File: config.mk
export PLATFORM = sky130hd
export DESIGN_NAME = inst_prefetch_queue
export DESIGN_NICKNAME = d
export VERILOG_FILES = /design/src/rtl/inst_prefetch_queue.sv
export SDC_FILE = /design/constraint.sdc
export NUM_CORES = 1
export LEC_CHECK = 0
export ABC_AREA = 1
export BUFFER_PORTS_ARGS = -buffer_cell sky130_fd_sc_hd__buf_2
export CAP_MARGIN = 20
export CORE_ASPECT_RATIO = 1.2
export CORE_MARGIN = 4
export CORE_UTILIZATION = 25
export CTS_BUF_LIST = sky130_fd_sc_hd__clkbuf_16
export DETAILED_ROUTE_END_ITERATION = 8
export GPL_TIMING_DRIVEN = 0
export PLACE_DENSITY_LB_ADDON = 0.25
export REMOVE_ABC_BUFFERS = 1
export SLEW_MARGIN = 20
export SYNTH_ARGS = -nofsm -noshare
export SYNTH_HDL_FRONTEND = slang
export SYNTH_SLANG_ARGS = --single-unit
export TNS_END_PERCENT = 10
File: constraint.sdc
create_clock -name clock -period 6.2 [get_ports clock]
set_clock_uncertainty 0.15 [all_clocks]
set_input_delay 0.93 -clock clock [delete_from_list [all_inputs] [get_ports clock]]
set_output_delay 0.93 -clock clock [all_outputs]
set_load 0.01 [all_outputs]
File: src/rtl/inst_prefetch_queue.sv
// rtl/inst_prefetch_queue.sv - pipelined instruction prefetch queue with redirect and stale-response drop
module inst_prefetch_queue #(
    parameter int          DEPTH           = 4,
    parameter int          MAX_OUTSTANDING = 2,
    parameter logic [31:0] RESET_PC        = 32'h0040_0000
) (
    input  logic        clock,
    input  logic        reset,
    output logic [31:0] inst_address,
    output logic        inst_read_enable,
    input  logic        inst_wait_req,
    input  logic        inst_valid,
    input  logic [31:0] inst_data,
    output logic        out_valid,
    output logic [31:0] out_inst,
    output logic [31:0] out_pc,
    input  logic        out_ready,
    input  logic        redirect,
    input  logic [31:0] redirect_pc
);

    localparam int AW = $clog2(DEPTH);
    localparam int CW = $clog2(MAX_OUTSTANDING + 1);
    localparam int FW = $clog2(DEPTH + 1);
    localparam logic [CW:0] MAX_OS  = (CW + 1)'(MAX_OUTSTANDING);
    localparam logic [FW:0] DEPTH_W = (FW + 1)'(DEPTH);

    logic [31:0]   fetch_pc;
    logic [31:0]   resp_pc;
    logic [AW-1:0] rd_ptr;
    logic [AW-1:0] wr_ptr;
    logic [FW-1:0] count;
    logic [CW-1:0] live;
    logic [CW-1:0] stale;

    logic [31:0] mem_inst [DEPTH];
    logic [31:0] mem_pc   [DEPTH];

    logic [CW:0] os_sum;
    logic [FW:0] credit_sum;
    logic [31:0] redirect_aligned;
    logic        accepted;
    logic        resp;
    logic        drop;
    logic        wr;
    logic        pop;

    // Credits are computed one bit wider so the comparisons cannot wrap.
    assign os_sum     = {1'b0, live} + {1'b0, stale};
    assign credit_sum = {1'b0, count} + {{(FW + 1 - CW){1'b0}}, live};

    // Request only when both the outstanding limit and the FIFO slot reservation allow it.
    assign inst_read_enable = !reset && (os_sum < MAX_OS) && (credit_sum < DEPTH_W);
    assign inst_address     = fetch_pc;

    assign redirect_aligned = redirect_pc & ~32'h3;

    assign accepted = inst_read_enable && !inst_wait_req;
    assign resp     = inst_valid && ((live != '0) || (stale != '0));
    assign drop     = resp && (stale != '0);
    assign wr       = resp && (stale == '0);

    assign out_valid = !reset && (count != '0);
    assign pop       = out_valid && out_ready;
    assign out_inst  = mem_inst[rd_ptr];
    assign out_pc    = mem_pc[rd_ptr];

    // Control state: PCs, FIFO pointers and the live/stale in-flight bookkeeping.
    always_ff @(posedge clock) begin
        if (reset) begin
            fetch_pc <= RESET_PC;
            resp_pc  <= RESET_PC;
            rd_ptr   <= '0;
            wr_ptr   <= '0;
            count    <= '0;
            live     <= '0;
            stale    <= '0;
        end else if (redirect) begin
            fetch_pc <= redirect_aligned;
            resp_pc  <= redirect_aligned;
            rd_ptr   <= '0;
            wr_ptr   <= '0;
            count    <= '0;
            live     <= '0;
            // Everything still owed by the bus, including a request taken this cycle, becomes stale.
            stale    <= stale + live + CW'(accepted) - CW'(resp);
        end else begin
            if (accepted) begin
                fetch_pc <= fetch_pc + 32'd4;
            end
            if (wr) begin
                resp_pc <= resp_pc + 32'd4;
                wr_ptr  <= wr_ptr + AW'(1);
            end
            if (pop) begin
                rd_ptr <= rd_ptr + AW'(1);
            end
            count <= count + FW'(wr) - FW'(pop);
            live  <= live + CW'(accepted) - CW'(wr);
            stale <= stale - CW'(drop);
        end
    end

    // FIFO storage; writes are suppressed while a redirect or reset discards them.
    always_ff @(posedge clock) begin
        if (wr && !redirect && !reset) begin
            mem_inst[wr_ptr] <= inst_data;
            mem_pc[wr_ptr]   <= resp_pc;
        end
    end

    // A response with nothing in flight means the bus broke protocol.
    always_ff @(posedge clock) begin
        if (!reset) begin
            assert (!(inst_valid && (live == '0) && (stale == '0)));
        end
    end

endmodule

==> flow_metrics.env, run 1 <==
export IMPL_worst_setup_path_type="input pin to flip-flop"
export IMPL_grt_antenna_before_repair=0
export IMPL_worst_slew_margin_rel_pct=30.1
export IMPL_timing_final_crit_period_ns=4.35
export IMPL_placed_cells_incl_taps=2248
export IMPL_dieArea_mm2=0.0599
export IMPL_synth_edff_count=248
export IMPL_min_path_type="flip-flop to flip-flop"
export IMPL_netlist_cell_type_count=39
export IMPL_routed_via_count=10500
export IMPL_report_final_hold_viol_count=0
export IMPL_drt_antenna_violating_nets=0
export IMPL_critical_path_required_ns=6.47
export IMPL_synthesis_area_mm2=0.0140
export IMPL_floorplan_core_area_mm2=0.0552
export IMPL_io_pins=168
export IMPL_first_global_vias=10400
export IMPL_placement_rows=94
export IMPL_via_per_inst=4.55
export IMPL_avgSynthCellArea_um2=9.93
export IMPL_clock_fmax_ghz=0.230
export IMPL_die_width_um=224
export IMPL_gr_usage_all_layers_pct=13.2
export IMPL_cp_data_arrival_time_ns=4.62
export IMPL_grt_first_pass_wirelength_mm=61.8
export IMPL_yosys_top_cells_count="edfxtp_1, nand2_1, nor2_1"
export IMPL_worst_pin_slew_ns=1.05
export IMPL_synthDominantAreaCellType="edfxtp_1"
export IMPL_cts_root_buffer_cell="clkbuf_16"
export IMPL_hold_ws_ns=0.358
export IMPL_worst_setup_start_kind="input pin"
export IMPL_drt_first_iter_violations=587
export IMPL_power_total_uw=4810
export IMPL_routedWlPerCell_um=17.4
export IMPL_async_reset_ff_share_pct=0
export IMPL_number_of_violations_of_the_max_capacitance_limit=0
export IMPL_ys_flop_type="edfxtp_1"
export IMPL_port_buffer_count=161
export IMPL_finalSetupViolCount=0
export IMPL_ys_seq_elements=321
export IMPL_timing_final_crit_share_pct=70.1
export IMPL_detail_route_first_pass_iterations=5
export IMPL_power_ir_vdd_worst_v=0.000156
export IMPL_final_max_slew_violation_count=0
export IMPL_synthesis_instances=1410
export IMPL_finalCoreUtilization_pct=31.0
export IMPL_cts_htree_levels=2
export IMPL_fin_nets=1654
export IMPL_remaining_drcs=0
export IMPL_synth_sequential_area_ratio_pct=63.6
export IMPL_cts_clk_slew_worst_paths_ns=0.06
export IMPL_run_status="completed"
export IMPL_floorplan_initialDensity_pct=25.4
export IMPL_yosysWarnings=0
export IMPL_postCtsResizedCells=0
export IMPL_power_per_cell_area_mw_per_mm2=281
export IMPL_max_clock_path_buffers=3
export IMPL_endpoint_type_of_the_worst_setup_path="flip-flop"
export IMPL_route_final_wire_length_mm=40.2
export IMPL_place_gp_congestion=0.819
export IMPL_cts_repair_timing_setup_buffer_count=0
export IMPL_cts_buffers_inserted=37
export IMPL_antenna_cells=0
export IMPL_cts_tree="built"
export IMPL_clock_latency_ns=0.55
export IMPL_drive_gt1_share_pct=15.7
export IMPL_grt_ovfl_total=0
export IMPL_die_h_um=267
export IMPL_cts_num_sinks=321
export IMPL_final_instance_count_excl_fill=2313
export IMPL_grt_start_max_net_pins=95
export IMPL_cts_hold_buf=0
export IMPL_yosysTopAreaCellShare_pct=53.2
export IMPL_synth_top_cells_by_area="edfxtp_1, dfxtp_1, nand2_1"
export IMPL_critPathMaxFanout=44
export IMPL_layout_area_overhead_vs_synth_pct=22.0
export IMPL_static_leakage_power_uw=0.00634
export IMPL_dpl_hpwl_mm=26.8
export IMPL_unrepaired_setup_endpoints_after_global_routing="false"
final timing paths:
path	startpoint	to	slack (ns)	depth (start not counted)
max reg2reg	live[0]	inst_address[11]	2.70	12
min reg2reg	rd_ptr[1]	rd_ptr[1]	0.36	1
max	redirect	resp_pc[17]	1.85	8
min	rd_ptr[1]	rd_ptr[1]	0.36	1
logic make-up after synthesis:
group,share of synthesized area (%)
AND/OR/NAND/NOR,17.3
flip-flops,63.6
AO/OA/AOI/OAI,11.3
buffers and inverters,4.76
XOR/XNOR,1.31
adder cells (fa/ha/maj),1.68
other,0.0268
metal layers:
| metal | wire, um | global-route usage, % | vias up |
|---|---|---|---|
| met1 | 17500 | 17.0 | 5060 |
| met4 | 959 | 3.63 | 0 |
| met2 | 19700 | 22.7 | 241 |
| li1 | - | - | 5170 |
| met3 | 2040 | 2.83 | 59 |
| met5 | 0 | 0 | - |
worst max-delay path, stage by stage:
cell and delay (ns):
buf_2 0.74, clkinv_1 1.12, nand2_1 1.04, inv_1 0.39
nand2_1 0.13, nand2_1 0.06, nand2_1 0.06, o21ai_0 0.10
placed cells by master (no fill, tap or decap), types with 7 or more instances in the layout:
master     Yosys  routed
nand2_1      248     248
edfxtp_1     248     248
nor2_1       236     232
o21ai_0      172     172
buf_2          4     161
inv_1         96     100
dfxtp_1       73      71
nand3_1       65      65
o22ai_1       62      62
a21oi_1       50      50
clkbuf_16      0      39
xor2_1        17      17
ha_1          14      14
nor3_1        13      13
buf_16         0      10
nand3b_1       9       9
nand4_1        9       9
clkinv_1       2       8
buf_12         0       8
clkinv_2       0       7
stage by stage:
stage	TNS [ns]	area (um^2)	setup WS (ns)
after global placement	-874.22	15400	-4.33
after CTS	0	17100	1.84
after global routing	0	17100	1.55
after detailed placement	0	15900	1.27
final	0	17100	1.85
after floorplan	0	13700	0.608
report_power, final:
part           internal, uW  leakage (uW)  switching (uW)
Sequential             2350       0.00285            57.2
Clock                  1260      0.000605             875
Combinational          93.1       0.00288             168
registers in the layout, summed over array words and instances (netlist names), named ones only:
name,cells
mem_inst,128
count,3
resp_pc,30
inst_address,30
stale,2
wr_ptr,2
mem_pc,120
live,2
rd_ptr,2
area by class of cell:
type                    instances  area (um^2)
clock buffers                  39          976
clock inverters                26          204
fillers                      5697        38100
inverters                     100          383
multi-input cells             928         4470
flip-flops and latches        321         8920
well taps                     720          901
repair buffers                179         1240
No activity file was read; power rests on OpenSTA's default activity.
==> inputs of run 2 (changes only) <==
==> constraint.sdc (replaced) <==
create_clock -name clock -period 3.9 [get_ports clock]
set_clock_uncertainty 0.15 [all_clocks]
set_input_delay 0.585 -clock clock [delete_from_list [all_inputs] [get_ports clock]]
set_output_delay 0.585 -clock clock [all_outputs]
set_load 0.01 [all_outputs]
==> flow_metrics.env, run 2 (synthesized netlist as in run 1, its figures left out) <==
export IMPL_run_status="completed"
export IMPL_place_gp_congestion=0.819
export IMPL_dieArea_mm2=0.0599
export IMPL_fill_cell_total_of_the_finished_layout=5697
export IMPL_combPwrFrac_pct=5.4
export IMPL_cp_data_arrival_time_ns=3.84
export IMPL_placement_rows=94
export IMPL_cts_repair_timing_setup_buffer_count=0
export IMPL_dpl_hpwl_mm=26.8
export IMPL_cts_buffers_inserted=37
export IMPL_detail_route_first_pass_iterations=5
export IMPL_clock_latency_ns=0.55
export IMPL_timing_final_crit_share_pct=90.1
export IMPL_antenna_cells=0
export IMPL_grt_ovfl_total=0
export IMPL_reg_top3="mem_inst x128, mem_pc x120"
export IMPL_critical_path_slowest_cell="nand2_1"
export IMPL_die_h_um=267
export IMPL_route_final_wire_length_mm=40.2
export IMPL_power_share_clock_pct=44.5
export IMPL_cts_num_sinks=321
export IMPL_largest_register_ffs=128
export IMPL_report_final_hold_viol_count=0
export IMPL_dpl_worst_slack_ns=-0.688
export IMPL_finalSetupViolCount=0
export IMPL_multiInputGateArea_mm2=0.00447
export IMPL_cts_hold_buf=0
export IMPL_drt_antenna_violating_nets=0
export IMPL_gr_usage_all_layers_pct=13.2
export IMPL_routedWlPerCell_um=17.4
export IMPL_timing_final_ws_setup_ns=0.387
export IMPL_postCtsResizedCells=1
export IMPL_critical_path_most_common_cell="nand2_1"
export IMPL_min_path_type="input pin to flip-flop"
export IMPL_cts_tree="built"
export IMPL_placed_area_mm2=0.0159
export IMPL_layout_area_overhead_vs_synth_pct=22.1
export IMPL_critical_path_required_ns=4.23
export IMPL_path_cells="nand2_1 -> inv_1 -> fa_1 -> nor3_2 -> and2b_1 -> nand2_1 -> nand2_1 -> inv_1 -> nand2_1 -> nand2_1 -> nor2_1 -> nor2_1"
export IMPL_drt_first_iter_violations=587
export IMPL_unrepaired_setup_endpoints_after_global_routing="false"
export IMPL_first_global_vias=10400
export IMPL_total_switching_power_uw=1750
export IMPL_cts_htree_levels=2
export IMPL_final_max_slew_violation_count=0
export IMPL_worst_setup_start_kind="flip-flop"
export IMPL_layout_cells_most_common_list="nand2_1, edfxtp_1, nor2_1"
export IMPL_fin_nets=1654
export IMPL_power_per_cell_area_mw_per_mm2=447
export IMPL_floorplan_core_area_mm2=0.0552
export IMPL_grt_start_max_net_pins=95
export IMPL_endpoint_type_of_the_worst_setup_path="flip-flop"
export IMPL_cts_clk_slew_worst_paths_ns=0.06
export IMPL_number_of_violations_of_the_max_capacitance_limit=0
export IMPL_pwr_share_seq_pct=50.1
export IMPL_routed_via_count=10500
export IMPL_remaining_drcs=0
export IMPL_grt_first_pass_wirelength_mm=61.8
export IMPL_timing_final_crit_period_ns=3.51
export IMPL_io_pins=168
export IMPL_worst_pin_slew_ns=1.05
export IMPL_finalSetupTns_ns=0
export IMPL_clock_fmax_ghz=0.285
export IMPL_critPathMaxFanout=20
export IMPL_swShare_pct=22.9
export IMPL_die_width_um=224
export IMPL_grt_antenna_before_repair=0
export IMPL_static_leakage_power_uw=0.00634
export IMPL_cell_internal_pwr_uw=5890
export IMPL_worst_slew_margin_rel_pct=29.8
export IMPL_register_area_mm2=0.00892
export IMPL_worst_setup_path_type="flip-flop to flip-flop"
export IMPL_floorplan_initialDensity_pct=25.4
export IMPL_final_cell_area_mm2=0.0171
export IMPL_crit_buf_inv=2
export IMPL_power_ir_vdd_worst_v=0.000248
export IMPL_port_buffer_count=161
export IMPL_drive_gt1_share_pct=15.8
export IMPL_cts_root_buffer_cell="clkbuf_16"
export IMPL_via_per_inst=4.55
export IMPL_critical_path_top_delay_family="simple AND/OR/NAND/NOR gates"
export IMPL_cpPeakStageDelay_ns=0.76
export IMPL_max_clock_path_buffers=3
export IMPL_largest_register="mem_inst"
## run 2: layout make-up
| type | instances | area share (%) |
|---|---|---|
| Timing Repair Buffer | 179 | 7.26 |
| Clock buffer | 39 | 5.71 |
| Multi-Input combinational cell | 928 | 26.1 |
| Tap cell | 720 | 5.27 |
| Inverter | 100 | 2.25 |
| Clock inverter | 26 | 1.19 |
| Sequential cell | 321 | 52.2 |
## run 2: worst paths after layout
path | startpoint | endpoint | slack (ns) | cells past startpoint
hold / removal | inst_data[28] | mem_inst[1][28] | 0.11 | 1
hold reg to reg | rd_ptr[1] | rd_ptr[1] | 0.36 | 1
setup / recovery | live[0] | inst_address[11] | 0.39 | 12
setup reg to reg | live[0] | inst_address[11] | 0.39 | 12
## run 2: per-layer routing
| layer | routed length, um | vias up | global-route usage [%] |
|---|---|---|---|
| met3 | 2030 | 57 | 2.83 |
| met5 | 0 | - | 0 |
| met4 | 944 | 0 | 3.63 |
| li1 | - | 5171 | - |
| met1 | 17600 | 5060 | 17.0 |
| met2 | 19700 | 236 | 22.7 |
## run 2: power by group through the flow
stage | clock network, uW | logic (uW) | registers (uW)
6_report | 3400 | 415 | 3830
3_3_place_gp | 0 | 405 | 3900
4_1_cts | 3530 | 421 | 3830
2_1_floorplan | 0 | 228 | 3880
5_1_grt | 3690 | 480 | 3840
3_5_place_dp | 0 | 418 | 3900
## run 2: stage by stage
step | std cells | hold WS (ns) | power (uW) | util [%]
floorplan | 1349 | 0.307 | 4110 | -
global placement | 2230 | 0.328 | 4310 | 28.0
CTS | 2313 | 0.0554 | 7780 | 31.0
detailed placement | 2248 | 0.340 | 4320 | 28.8
global route | 2313 | 0.0604 | 8000 | 31.0
finish | 2313 | 0.110 | 7640 | 31.0
